==> config.mk <==
export PLATFORM = sky130hd
export DESIGN_NAME = instr_fetch_unit
export DESIGN_NICKNAME = d
export VERILOG_FILES = /design/src/rtl/instr_fetch_unit.sv
export SDC_FILE = /design/constraint.sdc
export NUM_CORES = 1
export LEC_CHECK = 0
export ABC_AREA = 1
export CAP_MARGIN = 10
export CORE_MARGIN = 2
export CORE_UTILIZATION = 40
export DETAILED_ROUTE_END_ITERATION = 16
export PLACE_DENSITY = 0.82
export SYNTH_ARGS = -nofsm -noshare
export SYNTH_HDL_FRONTEND = slang
export SYNTH_SLANG_ARGS = --single-unit
==> constraint.sdc <==
create_clock -name clk -period 1.7 [get_ports clk]
set_input_delay 0.34 -clock clk [delete_from_list [all_inputs] [get_ports clk]]
set_output_delay 0.34 -clock clk [all_outputs]
set_load 0.02 [all_outputs]
==> src/rtl/instr_fetch_unit.sv <==
// instr_fetch_unit: PC and instruction register front end of the multicycle datapath.
// Build option MISALIGN_TRAP_EN: a misaligned jump target is trapped (sticky misalign) instead of truncated.
//
//  state | meaning
//  IDLE  | single settling cycle after reset release
//  FETCH | imem_req high at pc, waiting for imem_ack with weIR
//  HOLD  | IR holds the instruction at pc, waiting for wePc
module instr_fetch_unit #(
    parameter int unsigned       ADDR_W   = 32,
    parameter logic [ADDR_W-1:0] RESET_PC = '0
) (
    input  logic              clk,
    input  logic              rst_n,
    output logic              imem_req,
    output logic [ADDR_W-1:0] imem_addr,
    input  logic              imem_ack,
    input  logic [31:0]       imem_rdata,
    input  logic              weIR,
    input  logic              wePc,
    input  logic              pc_sel,
    input  logic [ADDR_W-1:0] pc_target,
    output logic [6:0]        Opcode,
    output logic [4:0]        rd,
    output logic [2:0]        funct3,
    output logic [4:0]        rs1,
    output logic [4:0]        rs2,
    output logic [31:0]       instr,
    output logic [ADDR_W-1:0] pc,
    output logic [ADDR_W-1:0] pc_plus4,
    output logic              instr_valid,
    output logic              misalign
);

    localparam logic [31:0]       NOP_INSTR  = 32'h0000_0013;
    localparam logic [ADDR_W-1:0] PC_INC     = ADDR_W'(4);
    localparam logic [ADDR_W-1:0] ALIGN_MASK = ~ADDR_W'(3);

    typedef enum logic [1:0] {
        IDLE  = 2'd0,
        FETCH = 2'd1,
        HOLD  = 2'd2
    } state_e;

    state_e            state_q, state_d;
    logic [ADDR_W-1:0] pc_q, pc_d;
    logic [31:0]       ir_q, ir_d;
    logic [ADDR_W-1:0] jump_pc;
    logic              bad_target;

    always_ff @(posedge clk or negedge rst_n) begin
        if (!rst_n) begin
            state_q <= IDLE;
            pc_q    <= RESET_PC;
            ir_q    <= NOP_INSTR;
        end else begin
            state_q <= state_d;
            pc_q    <= pc_d;
            ir_q    <= ir_d;
        end
    end

    assign jump_pc  = pc_target & ALIGN_MASK;
    assign pc_plus4 = pc_q + PC_INC;

`ifdef MISALIGN_TRAP_EN
    logic misalign_q, misalign_d;

    assign bad_target = pc_sel & (pc_target[1:0] != 2'b00);

    always_comb begin
        misalign_d = misalign_q;
        if (state_q == HOLD && wePc && bad_target) begin
            misalign_d = 1'b1;
        end
    end

    always_ff @(posedge clk or negedge rst_n) begin
        if (!rst_n) begin
            misalign_q <= 1'b0;
        end else begin
            misalign_q <= misalign_d;
        end
    end

    assign misalign = misalign_q;
`else
    assign bad_target = 1'b0;
    assign misalign   = 1'b0;
`endif

    always_comb begin
        state_d = state_q;
        pc_d    = pc_q;
        ir_d    = ir_q;
        case (state_q)
            IDLE: begin
                state_d = FETCH;
            end
            FETCH: begin
                // an ack without weIR drops the word; the request simply stays up
                if (imem_ack && weIR) begin
                    ir_d    = imem_rdata;
                    state_d = HOLD;
                end
            end
            HOLD: begin
                if (wePc && !bad_target) begin
                    pc_d    = pc_sel ? jump_pc : pc_plus4;
                    state_d = FETCH;
                end
            end
            default: begin
                state_d = IDLE;
            end
        endcase
    end

    assign imem_req    = (state_q == FETCH);
    assign imem_addr   = pc_q;
    assign instr_valid = (state_q == HOLD);
    assign pc          = pc_q;
    assign instr       = ir_q;
    assign Opcode      = ir_q[6:0];
    assign rd          = ir_q[11:7];
    assign funct3      = ir_q[14:12];
    assign rs1         = ir_q[19:15];
    assign rs2         = ir_q[24:20];

endmodule

==> flow_summary.toml, run 1 <==
[timing]
setup_violations = 30
min_period_ns = 2.124
final_hold_viol_count = 6
rsz0062_at_grt = "true"
hold_ws_ns = -0.008156
clock-skew-final_ns = 0.01025
setup_slack_ns = -0.4241
timing.final.crit_share = 1.249
drv_slew = 0
fmax_mhz = 470.8

[global_routing]
grt_max_degree = 65
grtUsageTotal = 0.2428
grt_pass1_wl_um = 21620
grt-ovfl-total = 0
grt_pass1_vias = 4507
antenna_found_initial = 0

[setup_path]
path_cells = "buf_6 -> inv_4 -> nor2_8 -> buf_6 -> nand2_4 -> nor2_4 -> buf_4 -> nand2_1 -> nand2_2 -> buf_6"
critical_path.slowest_cell = "dfrtp_2"
crit_buf_inv = 5
cp_top_family = "buffers and inverters"
cp_slowest_stage_delay_ns = 0.41
rrSetupSlack_ns = -0.40
cp-start-kind = "register"
end_kind = "primary output"
cpMostUsedCell = "buf_6"
cp_max_fo = 5
crit_required_ns = 1.36
arrival_ns = 1.78
criticalPathCategory = "reg2out"

[clock_tree]
ctsHtreeMaxLevel = 3
cts_buffers = 9
cts.sinks = 64
clkLatencyLatePin_ns = 0.34
clk_pin_slew_ns = 0.08
root_buffer = "clkbuf_8"
clock_path_buffers = 2
cts_tree = "yes"

[die]
die_w_um = 106.0
io_pins = 226
initial_utilization = 0.4070
fp-row-count = 37
core_um2 = 10230
fp.dieH_um = 106.0
die_area_um2 = 11240

[pwr]
power_frac_clock = 0.100
vdd_drop_max_mv = 1.064
p_int_mw = 7.268
power_mw = 13.68
p_switching_mw = 6.411
p_comb_frac = 0.682
swShare = 0.4687
p_leak_nw = 3.770
seqPwrFrac = 0.219
powerDensity_nw_per_um2 = 1901

[place]
gp_congestion = 0.8531
dp_cells = 885
dp_hpwl_um = 9997
numPortBuffers = 216
place_area_um2 = 6580

[synth]
synth_seq_cells = 64
syn_avg_cell_area_um2 = 7.754
synthArstFlopShare = 1.000
synth-edff-count = 0
syn_area_um2 = 4164
yosysWarnings = 0
synth_ff_type = "dfrtp_1"
yosysSeqAreaShare = 0.3855
synthDistinctLibCells = 35
synth_cells = 537

[finish]
n_antenna_cell = 0
final_area_um2 = 7196
syn_to_final_growth_pct = 72.81
drive_gt1_frac = 0.2935
postLayoutCoreUtil = 0.7033
finalNetCount = 853
final_common_cell = "nand2_1"
layout_common_cells = "nand2_1, buf_4, clkdlybuf4s50_1, dlygate4sd2_1, dfrtp_1"
final_cells = 923

[routing]
num_vias = 4437
drc = 0
postRouteAntennaNets = 0
routed_wl_um = 14060
viasPerCell = 4.807
drtPass1Iterations = 6
drt-initial-drc-count = 194
wire_per_inst_um = 15.24

[status]
violations = "hold timing, setup timing"
outcome = "finished, violations left"

[run]
cap_violations = 0

[min_path]
hp-class = "in2async"
[what timing repair did]
action	CTS	global route
resized for setup	255	90
setup buffers	15	8
hold buffers	0	0
pin swaps	17	18
endpoints found under the setup margin	109	66
[through the flow]
stage               setup WS [ns]  setup TNS [ns]
detailed placement        -0.5188          -11.30
global route              -0.5100          -11.71
floorplan                0.002524               0
CTS                       -0.4130          -9.051
global placement          -0.4865          -10.28
finish                    -0.4241          -9.050
[worst paths after layout]
check / from / cells after the start / end
max: imem_addr[2]$_DFFE_PN0P_ / 10 / pc_plus4[15]
min: rst_n / 2 / imem_addr[30]$_DFFE_PN0P_
max reg2reg: imem_addr[2]$_DFFE_PN0P_ / 17 / imem_addr[23]$_DFFE_PN0P_
min reg2reg: instr[31]$_DFFE_PN0P_ / 1 / instr[31]$_DFFE_PN0P_
max in group asynchronous: rst_n / 2 / instr[1]$_DFFE_PN1P_
min in group clk: instr[31]$_DFFE_PN0P_ / 1 / instr[31]$_DFFE_PN0P_
[power by group through the flow]
stage	registers [mW]	logic [mW]	clock network, mW
6_report	2.99	9.32	1.36
5_1_grt	3.10	9.87	1.48
4_1_cts	2.94	9.02	1.40
3_5_place_dp	2.97	9.36	0
3_3_place_gp	2.91	9.22	0
2_1_floorplan	3.97	4.05	0
[cell type report]
cell class	count	area, µm²
multi-input cells	360	2182
clock buffers	11	151.4
inverters	42	160.2
fillers	779	3035
clock inverters	5	55.05
flip-flops and latches	64	1610
well taps	136	170.2
repair buffers	305	2867
[per-layer routing]
layer  wire length (µm)  vias to the layer above  share of wire  track usage
li1                   -                     2101              -            -
met1               5447                     2121           0.39       0.2786
met2               7491                      196           0.53       0.4475
met3                885                       19          0.063      0.04905
met4                239                        0          0.017      0.08365
met5                  0                        -              0            0
[kinds of logic (layout without fill, tap and decap cells)]
kind of cell               Yosys count  count (layout)  synth area share
and+or+nand+nor                    272             272            0.2873
buffers and inverters              119             363            0.1659
DFF                                 64              64            0.3855
AOI/OAI and AO/OA                   41              41           0.05619
muxes                               32              32           0.08654
xor gates and xnor gates             7               7           0.01472
adders and majority gates            1               1          0.003004
other                                1               7         0.0009006
[synthesized netlist by cell type, types with 2 or more instances]
library cell / count / area (µm²)
a21oi_1: 3 / 15.01
and2_1: 2 / 12.51
buf_2: 9 / 45.04
buf_4: 62 / 465.5
clkbuf_1: 6 / 22.52
dfrtp_1: 61 / 1526
dfstp_2: 3 / 78.83
inv_1: 40 / 150.1
inv_2: 2 / 7.510
mux2_1: 29 / 326.6
mux2_2: 3 / 33.78
nand2_1: 152 / 570.6
nand2_2: 3 / 18.77
nand2_4: 3 / 33.78
nand3_1: 27 / 135.1
nor2_1: 67 / 251.5
nor2_2: 9 / 56.30
nor2_4: 3 / 33.78
nor2_8: 3 / 60.06
o21ai_0: 18 / 90.09
o21ai_1: 8 / 40.04
o22ai_1: 6 / 37.54
xor2_1: 6 / 52.55
[state kept, by name, indices dropped and copies added (netlist names)]
| signal | flops |
|---|---|
| state_q | 2 |
| instr | 32 |
| imem_addr | 30 |
Note: power is estimated with default switching activity, not from simulation.
==> run 2, diff against run 1 <==
--- a/config.mk
+++ b/config.mk
@@ -8,9 +8,9 @@
 export ABC_AREA = 1
 export CAP_MARGIN = 10
 export CORE_MARGIN = 2
-export CORE_UTILIZATION = 40
+export CORE_UTILIZATION = 43
 export DETAILED_ROUTE_END_ITERATION = 16
-export PLACE_DENSITY = 0.82
+export PLACE_DENSITY = 0.87
 export SYNTH_ARGS = -nofsm -noshare
 export SYNTH_HDL_FRONTEND = slang
 export SYNTH_SLANG_ARGS = --single-unit
==> constraint.sdc (replaced) <==
create_clock -name clk -period 2.47 [get_ports clk]
set_input_delay 0.494 -clock clk [delete_from_list [all_inputs] [get_ports clk]]
set_output_delay 0.494 -clock clk [all_outputs]
set_load 0.02 [all_outputs]
==> flow_summary.toml, run 2 (synthesized netlist as in run 1, its figures left out) <==
[routing]
drc = 0
drtPass1Iterations = 4
viasPerCell = 4.771
wire_per_inst_um = 14.66
num_vias = 4055
postRouteAntennaNets = 0
drt-initial-drc-count = 157
routed_wl_um = 12460

[setup_path]
rrSetupSlack_ns = 0.87
criticalPathCategory = "reg2out"
path_cells = "inv_1 -> nor2_8 -> nand2_4 -> nor2_2 -> nand3_1 -> nand2_1 -> dlygate4sd2_1"
startpoint = "imem_addr[2]$_DFFE_PN0P_"
cp-start-kind = "register"
r2r_end = "imem_addr[11]$_DFFE_PN0P_"
critical_path.slowest_cell = "dfrtp_1"
reg2regPathDepth = 6
crit_required_ns = 1.98
end_kind = "primary output"
cp_max_fo = 6
cp_slowest_stage_delay_ns = 0.43
arrival_ns = 1.94
crit_path_end = "pc_plus4[29]"
r2r-start = "state_q[1]$_DFFE_PN0P_"

[timing]
setup_violations = 0
timing.final.crit_share = 0.9844
min_period_ns = 2.432
clock-skew-final_ns = 0.01750
final_hold_viol_count = 0
drv_slew = 0
setup_slack_ns = 0.03845
fin_tns_setup_ns = 0
worstMarginPinSlew_ns = 0.5575
fmax_mhz = 411.3
relSlewSlack = 0.6279
rsz0062_at_grt = "true"

[global_routing]
grt_pass1_wl_um = 19300
antenna_found_initial = 0
use_met2 = 0.4221
grt_util_met3 = 0.05472
use_met1 = 0.2810
grt_pass1_vias = 3983
grt_max_degree = 35
grt-ovfl-total = 0
grtUsageTotal = 0.2346
top_usage_layer = "met2"

[finish]
finalNetCount = 787
syn_to_final_growth_pct = 51.35
drive_gt1_frac = 0.1359
fillers = 752
multi_input_area_um2 = 1932
final_common_cell = "clkdlybuf4s50_1"
postLayoutCoreUtil = 0.6757
register_area_um2 = 1612
layout_common_cells = "clkdlybuf4s50_1, nand2_1, nor2_1, dfrtp_1, inv_1"
n_antenna_cell = 0
largest_register_ffs = 32

[die]
io_pins = 226
die_w_um = 102.4
fp.dieH_um = 102.4
fp-row-count = 35
initial_utilization = 0.4464
die_area_um2 = 10490
core_um2 = 9328

[clock_tree]
ctsHtreeMaxLevel = 3
clk_pin_slew_ns = 0.08
cts_tree = "yes"
clock_path_buffers = 2
root_buffer = "clkbuf_8"
cts.sinks = 64
cts_buffers = 9
clkLatencyLatePin_ns = 0.33

[pwr]
p_leak_nw = 2.917
powerDensity_nw_per_um2 = 1375
vdd_drop_max_mv = 0.7541

[place]
gp_congestion = 0.8878
numPortBuffers = 216
pre_cts_slack_ns = 0.002812
dp_hpwl_um = 9929

[min_path]
hp-class = "reg2reg"

[run]
cap_violations = 0

[status]
outcome = "finished clean"
## run 2: cell types whose count changed in the layout (fill, tap and decap cells not counted), moves of 6 or more
cell / change
clkdlybuf4s50_1: +108
buf_4: -64
dlygate4sd2_1: -63
nand2_1: +29
nand2_2: -27
dlymetal6s2s_1: -26
buf_6: -24
nor2_1: +9
clkbuf_2: +8
nor2_4: -6
## run 2: cell type report
cell class,instances,share of cell area
Clock buffer,10,0.02184
Clock inverter,6,0.005559
Inverter,42,0.02501
Multi-Input combinational cell,360,0.3065
Sequential cell,64,0.2557
Tap cell,129,0.02561
Timing Repair Buffer,239,0.3597
## run 2: worst min path at each step
stage	from	to	slack (ns)	cells after the start
floorplan	rst_n	imem_addr[10]$_DFFE_PN0P_	0.20	0
global placement	rst_n	imem_addr[24]$_DFFE_PN0P_	0.33	1
detailed placement	rst_n	imem_addr[24]$_DFFE_PN0P_	0.34	1
CTS	instr[30]$_DFFE_PN0P_	instr[30]$_DFFE_PN0P_	0.50	1
global route	rst_n	imem_addr[24]$_DFFE_PN0P_	0.50	2
finish	instr[30]$_DFFE_PN0P_	instr[30]$_DFFE_PN0P_	0.49	1
## run 2: routing by layer
metal,vias up,share of wire
li1,1977,-
met1,1880,0.40
met2,182,0.51
met3,16,0.073
met4,0,0.017
met5,-,0
## run 2: report_power, final
part	switching (mW)	internal, mW
sequential	0.565	1.60
clock	0.409	0.384
combinational	3.08	2.63
## run 2: critical path, delay by kind of cell, from the launching register on
family	cells	cell delay, ns
and+or+nand+nor	5	0.67
DFF	1	0.43
buffers and inverters	2	0.48
## run 2: timing repair
item	CTS	global route
buffers inserted	0	1
hold buffers	1	0
endpoints found under the hold margin	5	0
resized for setup	47	36
setup endpoints to repair	25	24
gates cloned	0	0
pin swaps	0	2
## run 2: stage by stage
step                      hold WS (ns)  total power [mW]  instance area, µm²  cells
final                           0.4939             8.663                6302    850
after global routing            0.5042             9.187                6302    850
after CTS                       0.4993             8.736                6316    849
after detailed placement        0.3386             8.021                6130    832
after global placement          0.3273             7.882                6130    832
after floorplan                 0.1984             5.478                4187    543
